`src/rtl/uart_pkg.sv`:
```
// Shared UART definitions: receiver state encoding, frame/oversampling constants
// and the baud16 divider helper used by the transmitter and tick generator.
package uart_pkg;

    typedef enum logic [2:0] {
        ST_IDLE,
        ST_START,
        ST_DATA,
        ST_STOP,
        ST_BREAK
    } uart_state_t;

    localparam int         DATA_BITS    = 8;
    localparam int         OVERSAMPLE   = 16;
    localparam logic [3:0] MID_TICK     = 4'd7;
    localparam logic [3:0] END_TICK     = 4'd15;
    localparam logic [2:0] LAST_BIT     = 3'(DATA_BITS - 1);
    localparam int         STOP_BITS_TX = 2;

    // sysclk cycles per baud16 tick for a given clock and baud rate
    function automatic int baud16_div(input int clk_hz, input int baud);
        return clk_hz / (baud * OVERSAMPLE);
    endfunction

endpackage

```
`src/rtl/uart_sync.sv`:
```
// N-stage synchronizer for asynchronous inputs; resets to 1 so an idle-high
// line does not produce a spurious low during reset release.
module uart_sync #(
    parameter int STAGES = 2
) (
    input  logic sysclk,
    input  logic reset,
    input  logic i_async,
    output logic o_sync
);

    logic [STAGES-1:0] r_sync;

    always_ff @(posedge sysclk) begin
        if (reset) begin
            r_sync <= '1;
        end else begin
            r_sync <= {r_sync[STAGES-2:0], i_async};
        end
    end

    assign o_sync = r_sync[STAGES-1];

endmodule

```
`src/rtl/uart_rx.sv`:
```
// 8N1 UART receiver with 16x oversampling on the baud16 tick; presents each byte
// on a hold-until-acknowledged interface with overrun and framing-error flags.
module uart_rx
    import uart_pkg::*;
#(
    parameter int SYNC_STAGES = 2
) (
    input  logic       sysclk,
    input  logic       reset,
    input  logic       baud16,
    input  logic       RxD,
    output logic [7:0] RxD_data,
    output logic       rxvalid,
    input  logic       rxack,
    output logic       overrun,
    output logic       frame_err,
    output logic       rxbusy
);

    logic                 w_rxs;
    uart_state_t          r_state;
    uart_state_t          w_next;
    logic [3:0]           r_tctr;
    logic [2:0]           r_bitctr;
    logic [DATA_BITS-1:0] r_sr;
    logic [7:0]           r_data;
    logic                 r_valid;
    logic                 r_ovr;
    logic                 r_ferr;

    logic w_tick_mid;
    logic w_tick_end;
    logic w_tclr;
    logic w_bclr;
    logic w_shift;
    logic w_load;
    logic w_ferr;

    uart_sync #(
        .STAGES (SYNC_STAGES)
    ) u_sync (
        .sysclk  (sysclk),
        .reset   (reset),
        .i_async (RxD),
        .o_sync  (w_rxs)
    );

    assign w_tick_mid = baud16 && (r_tctr == MID_TICK);
    assign w_tick_end = baud16 && (r_tctr == END_TICK);

    always_ff @(posedge sysclk) begin
        if (reset) begin
            r_state <= ST_IDLE;
        end else begin
            r_state <= w_next;
        end
    end

    always_comb begin
        w_next  = r_state;
        w_tclr  = 1'b0;
        w_bclr  = 1'b0;
        w_shift = 1'b0;
        w_load  = 1'b0;
        w_ferr  = 1'b0;
        case (r_state)
            ST_IDLE: begin
                if (baud16 && !w_rxs) begin
                    w_tclr = 1'b1;
                    w_next = ST_START;
                end
            end
            ST_START: begin
                if (w_tick_mid) begin
                    if (w_rxs) begin
                        w_next = ST_IDLE;
                    end else begin
                        w_tclr = 1'b1;
                        w_bclr = 1'b1;
                        w_next = ST_DATA;
                    end
                end
            end
            ST_DATA: begin
                if (w_tick_end) begin
                    w_shift = 1'b1;
                    if (r_bitctr == LAST_BIT) begin
                        w_next = ST_STOP;
                    end
                end
            end
            ST_STOP: begin
                if (w_tick_end) begin
                    if (w_rxs) begin
                        w_load = 1'b1;
                        w_next = ST_IDLE;
                    end else begin
                        w_ferr = 1'b1;
                        w_next = ST_BREAK;
                    end
                end
            end
            ST_BREAK: begin
                // Hold off until the line has gone idle so a long low is not a new start
                if (baud16 && w_rxs) begin
                    w_next = ST_IDLE;
                end
            end
            default: w_next = ST_IDLE;
        endcase
    end

    always_ff @(posedge sysclk) begin
        if (reset) begin
            r_tctr   <= '0;
            r_bitctr <= '0;
            r_sr     <= '0;
        end else begin
            if (w_tclr) begin
                r_tctr <= '0;
            end else if (baud16) begin
                r_tctr <= r_tctr + 4'd1;
            end
            if (w_bclr) begin
                r_bitctr <= '0;
            end else if (w_shift) begin
                r_bitctr <= r_bitctr + 3'd1;
            end
            if (w_shift) begin
                r_sr <= {w_rxs, r_sr[DATA_BITS-1:1]};
            end
        end
    end

    // A load in the same cycle as rxack keeps rxvalid set and clears overrun
    always_ff @(posedge sysclk) begin
        if (reset) begin
            r_data  <= '0;
            r_valid <= 1'b0;
            r_ovr   <= 1'b0;
            r_ferr  <= 1'b0;
        end else begin
            r_ferr <= w_ferr;
            if (w_load) begin
                r_data  <= r_sr;
                r_valid <= 1'b1;
                r_ovr   <= rxack ? 1'b0 : (r_ovr | r_valid);
            end else if (rxack && r_valid) begin
                r_valid <= 1'b0;
                r_ovr   <= 1'b0;
            end
        end
    end

    assign RxD_data  = r_data;
    assign rxvalid   = r_valid;
    assign overrun   = r_ovr;
    assign frame_err = r_ferr;
    assign rxbusy    = (r_state != ST_IDLE);

endmodule
```
`config.mk`:
```
export PLATFORM = sky130hd
export DESIGN_NAME = uart_rx
export DESIGN_NICKNAME = d
export VERILOG_FILES = /design/src/rtl/uart_pkg.sv /design/src/rtl/uart_sync.sv /design/src/rtl/uart_rx.sv
export SDC_FILE = /design/constraint.sdc
export NUM_CORES = 1
export LEC_CHECK = 0
export ABC_AREA = 1
export CAP_MARGIN = 25
export CORE_ASPECT_RATIO = 0.6
export CORE_MARGIN = 10
export CORE_UTILIZATION = 50
export CTS_BUF_LIST = sky130_fd_sc_hd__clkbuf_8 sky130_fd_sc_hd__clkbuf_16
export CTS_CLUSTER_DIAMETER = 120
export CTS_CLUSTER_SIZE = 30
export DETAILED_ROUTE_END_ITERATION = 16
export GPL_TIMING_DRIVEN = 0
export HOLD_SLACK_MARGIN = 0.02
export PLACE_DENSITY = 0.8
export REMOVE_ABC_BUFFERS = 1
export SYNTH_ARGS = -nofsm -noshare
export SYNTH_HDL_FRONTEND = slang
export SYNTH_SLANG_ARGS = --single-unit
```
`constraint.sdc`:
```
create_clock -name sysclk -period 2 [get_ports sysclk]
set_clock_uncertainty 0.15 [all_clocks]
set_input_delay 0.4 -clock sysclk [delete_from_list [all_inputs] [get_ports sysclk]]
set_output_delay 0.4 -clock sysclk [all_outputs]
set_load 0.05 [all_outputs]
```
**Word-level counts from Yosys, hierarchy flattened**

Index checks and enable logic that the tools add are counted.
W data, S select, Z words.

- Register bits: 31
- Output and inout bits: 12

- Mux-type cells: 23
- Eq/ne operators: 13
- $add $sub $neg: 2
- Reduce and logical (&&, ||, !) cells: 13
- Bitwise operators: 3

Operators by type and width:

| operator | number |
|---|---|
| $mux W3 | 7 |
| $pmux W3 S5 | 1 |
| $mux W1 | 13 |
| $ne A2 B2 Y1 const B | 6 |
| $eq A3 B2 Y1 const B | 2 |
| $eq A3 B3 Y1 const B | 2 |
| $reduce_and A6 Y1 | 1 |
| $logic_and A1 B1 Y1 | 5 |
| $add A4 B1 Y4 const B | 1 |
| $eq A4 B3 Y1 const B | 1 |
| $eq A4 B4 Y1 const B | 1 |
| $reduce_or A2 Y1 | 2 |
| $add A3 B1 Y3 const B | 1 |
| $eq A3 B1 Y1 const B | 1 |
| $logic_not A3 Y1 | 1 |
| $reduce_bool A3 Y1 | 1 |
| $reduce_or A3 Y1 | 1 |
| $mux W2 | 1 |
| $not A1 Y1 | 2 |
| $pmux W1 S2 | 1 |
| $reduce_bool A2 Y1 | 1 |
| $logic_not A1 Y1 | 1 |
| $or A1 B1 Y1 | 1 |

**Depth between registers and ports, before layout**

- Depth after elaboration: 5
- Gate-level depth with buffers: 10

**Hierarchy**

Synthesis repeated with hierarchy kept, for this count alone.

- Cells, all modules: 173
- Area, all modules: 1360.1 µm²

By module, submodules not included:

| module | instances | cells each | area an instance (µm²) | sequential area each (µm²) |
|---|---|---|---|---|
| uart_rx | 1 | 166 | 1301.2 | 580.6 |
| uart_sync | 1 | 7 | 58.8 | 40.0 |

**Worst setup path after synthesis**

No wires, ideal clock.

- Kind: reg2reg
- Start point: register r_state[1]
- End point: register r_tctr[0]
- Stages on the path, launching flop included: 5
- Buffers on the path: 0
- Data required time: 1.722 ns
- Setup time: 0.128 ns
- Arrival: 1.292 ns
- Path slack: 0.430 ns
- Clock period less this slack: 1.570 ns
- Path through: dfxtp_1 > nor2_1 > nand2_1 > o211ai_1 > nor3_1

- Longest elaborated chain between the ends: 3
- Elaborated cells on any way between the ends: 4

RTL lines:

| element | line | text |
|---|---|---|
| start: declaration | uart_rx.sv:21 | `uart_state_t r_state;` |
| start signal: assignment | uart_rx.sv:55 | `r_state <= w_next;` |
| $eq A3 B1 Y1 or $logic_not A3 Y1 (tied branches) | uart_rx.sv:66 | `case (r_state)` |
| $pmux W1 S2 (*) | uart_rx.sv:66 |  |
| $reduce_or A2 Y1 (no source line) (*) | - |  |
| end signal: assignment | uart_rx.sv:122 | `r_tctr <= r_tctr + 4'd1;` |
| end: declaration | uart_rx.sv:23 | `logic [3:0] r_tctr;` |

Mark *: on every way between the ends. The rest lies on a longest branch, timed or not.
A chain may end at the register's enable or synchronous reset.

**Worst setup path after layout**

- Start point: register r_data[0] (netlist: RxD_data[0])
- End point: output RxD_data[0]

RTL lines:

| element | line | text |
|---|---|---|
| start: declaration | uart_rx.sv:26 | `logic [7:0] r_data;` |
| start signal: assignment | uart_rx.sv:145 | `r_data <= r_sr;` |
| end: declaration | uart_rx.sv:12 | `output logic [7:0] RxD_data,` |

No word-level cell between the ends.

==> impl_results.md <==
- Outcome: complete, no violations
- Yosys cell types: 27
- CP Buf/Inv Count: 1
- Final hold violations: 0
- Worst r2r src: r_tctr[1]
- Total GRT Usage: 11.6%
- Crit path max-delay family: buffers and inverters
- Die area: 5280 µm²
- Commonest cells after routing, fill and taps aside: dfxtp_1 (31), nor2_1 (28), inv_1 (28), nand2_1 (28), o21ai_0 (18)
- Fmax: 511 MHz
- CP Cell Sequence: clkdlybuf4s50_1
- Post-Syn Instances: 181
- Gpl congestion: 0.802
- Die H: 60.4 µm
- Die width: 87.4 µm
- Max incr delay on CP: 0.80 ns
- DR vias: 1155
- Placed cell count: 225
- Antenna Violating Nets Remaining: 0
- Vias per cell: 4.96
- Detailed placer's ending HPWL: 2.11 mm
- Crit. End Element: output port
- GR Overflow Total: 0
- P_leak: 0.902 nW
- Critical path required time: 1.45 ns
- Initial core utilization: 53.2%
- IO Pins: 17
- Hold Crit Class: reg -> reg
- Pre-CTS setup slack: -0.297 ns
- Max IR drop VDD: 0.488 mV
- Worst-path clk slew: 0.06 ns
- WHS Path Cells: 1
- Cell Count, Final, Fillers Out: 233
- I/O Buffers: 16
- Final setup vio count: 0
- FF-to-FF path depth: 10
- Seq/Total Area, Yosys: 45.6%
- Average size of a mapped cell: 7.52 µm²
- Worst reg-to-reg setup slack: 0.22 ns
- CTS tree: done
- Final Max Slew Viols: 0
- Worst skew pair latency: 0.27 ns
- DRT iter0 DRCs: 142
- Synthesis Warnings: 0
- Routed wire length: 2.93 mm
- Nets: 208
- Vias in the first global route: 987
- Hold_sp: u_sync.r_sync[0]
- Synthesized area: 1360 µm²
- Period utilization: 97.8%
- Most area-consuming cells after synthesis: dfxtp_1 (46%), nand2_1 (7.7%), nor2_1 (7.7%), inv_1 (7.2%), o21ai_0 (6.6%)
- Initial antenna violation count: 0
- Post-synth EDFFs: 0
- Crit-path slowest cell: clkdlybuf4s50_1
- FFs w/ async S/R, synth: 0%
- Core Rows: 14
- Slew @ Worst Pin: 0.523 ns
- #FFs+latches synth: 31
- Core box area: 2560 µm²
- Area share of the largest cell type after synthesis: 45.6%
- Clk root buf: clkbuf_8
- Diodes inserted: 0
- 1st-pass router iterations: 4
- Largest net degree at the start of global routing: 22
- Layout area overhead: 19.9%
- Commonest non-fill, non-tap cell in the layout: dfxtp_1
- Hold Crit Endpoint: u_sync.r_sync[1]
- Minimum clock period: 1.96 ns
- Worst Setup Path Type: reg -> out
- Worst setup margin: 0.0431 ns
- Drt drc: 0
- Num CTS Buffers: 5
- First-pass GRT wire length: 4.71 mm
- Worst R2R End: r_bitctr[2]
- CP Depth: 1
- TritonCTS Sinks: 31
- Hold_buf cts: 0
- Layout cells sized above 1: 9.45%
- Clk buf depth: 2
- Max Cap Viol: 0
- Crit Path Max Fanout: 2
- Htree depth: 2
- Power Density: 851 nW/µm²
- WL per Instance: 12.6 µm
- WP data arrival: 1.41 ns
- Top FF cell, synth: dfxtp_1
- Dominant cell type by area after synthesis: dfxtp_1
- Headroom to the max-slew limit: 65.1%
- Post-layout util: 63.8%
- CP startpoint kind: flip-flop
cell usage after synthesis (all sizes together) (2+ instances only):
master,n
or2,2
nand4,2
buf,3
nand3,9
xor2,2
o21ai,20
dfxtp,31
nor3,3
inv,28
a21oi,11
ha,3
nand2,30
nor2,32
how the worst max path moves through the flow:
stage | from | end
floorplan | r_state[1] | r_tctr[0]
global placement | baud16 | r_bitctr[1]
detailed placement | baud16 | r_bitctr[1]
CTS | baud16 | r_bitctr[2]
global route | RxD_data[0] | RxD_data[0]
finish | RxD_data[0] | RxD_data[0]
cells by family after synthesis:
family | synth area share [%]
and+or+nand+nor | 27.1
buffers and inverters | 9.93
DFF | 45.6
adders and majority gates | 2.76
xor gates and xnor gates | 1.93
muxes | 0.735
AOI/OAI and AO/OA | 11.9
stage by stage:
stage / TNS [ns] / hold WS (ns) / area [µm²] / power [mW]
floorplan: 0 / 0.239 / 1330 / 0.887
global placement: -3.78 / 0.249 / 1530 / 0.949
detailed placement: -5.44 / 0.253 / 1530 / 0.964
CTS: 0 / 0.273 / 1610 / 1.40
global route: -0.00220 / 0.282 / 1630 / 1.47
finish: 0 / 0.268 / 1630 / 1.39
routing by layer:
layer  vias to the layer above  global-route usage, %  wire length, µm
met1                       510                   13.8             1300
met4                         0                   6.56               41
met5                         -                      0                0
met3                         4                   4.68              215
li1                        607                      -                -
met2                        34                   17.6             1370
flip-flops by register name (all words and copies together) (netlist names):
register / count
RxD_data: 8
r_sr: 8
r_tctr: 4
r_bitctr: 3
r_state: 3
u_sync.r_sync: 2
frame_err: 1
overrun: 1
rxvalid: 1
area by class of cell:
class | instances | area [µm²]
Fill cell | 213 | 925
Clock inverter | 3 | 12.5
Sequential cell | 31 | 621
Multi-Input combinational cell | 118 | 611
Tap cell | 32 | 40.0
Clock buffer | 5 | 68.8
Timing Repair Buffer | 16 | 175
Inverter | 28 | 105
report_power, final:
part           total, mW  internal [mW]  leakage (nW)  switching, mW
clock              0.447          0.233        0.0505          0.214
sequential         0.671          0.641         0.251         0.0303
combinational      0.272         0.0876         0.600          0.185
timing repair:
action                                  in CTS  in global routing
endpoints found under the hold margin        0                  0
endpoints found under the setup margin       1                 29
cloned                                       0                  0
gates resized for setup                      1                 11
buffers inserted                             0                  0
Note: power is estimated with default switching activity, not from simulation.
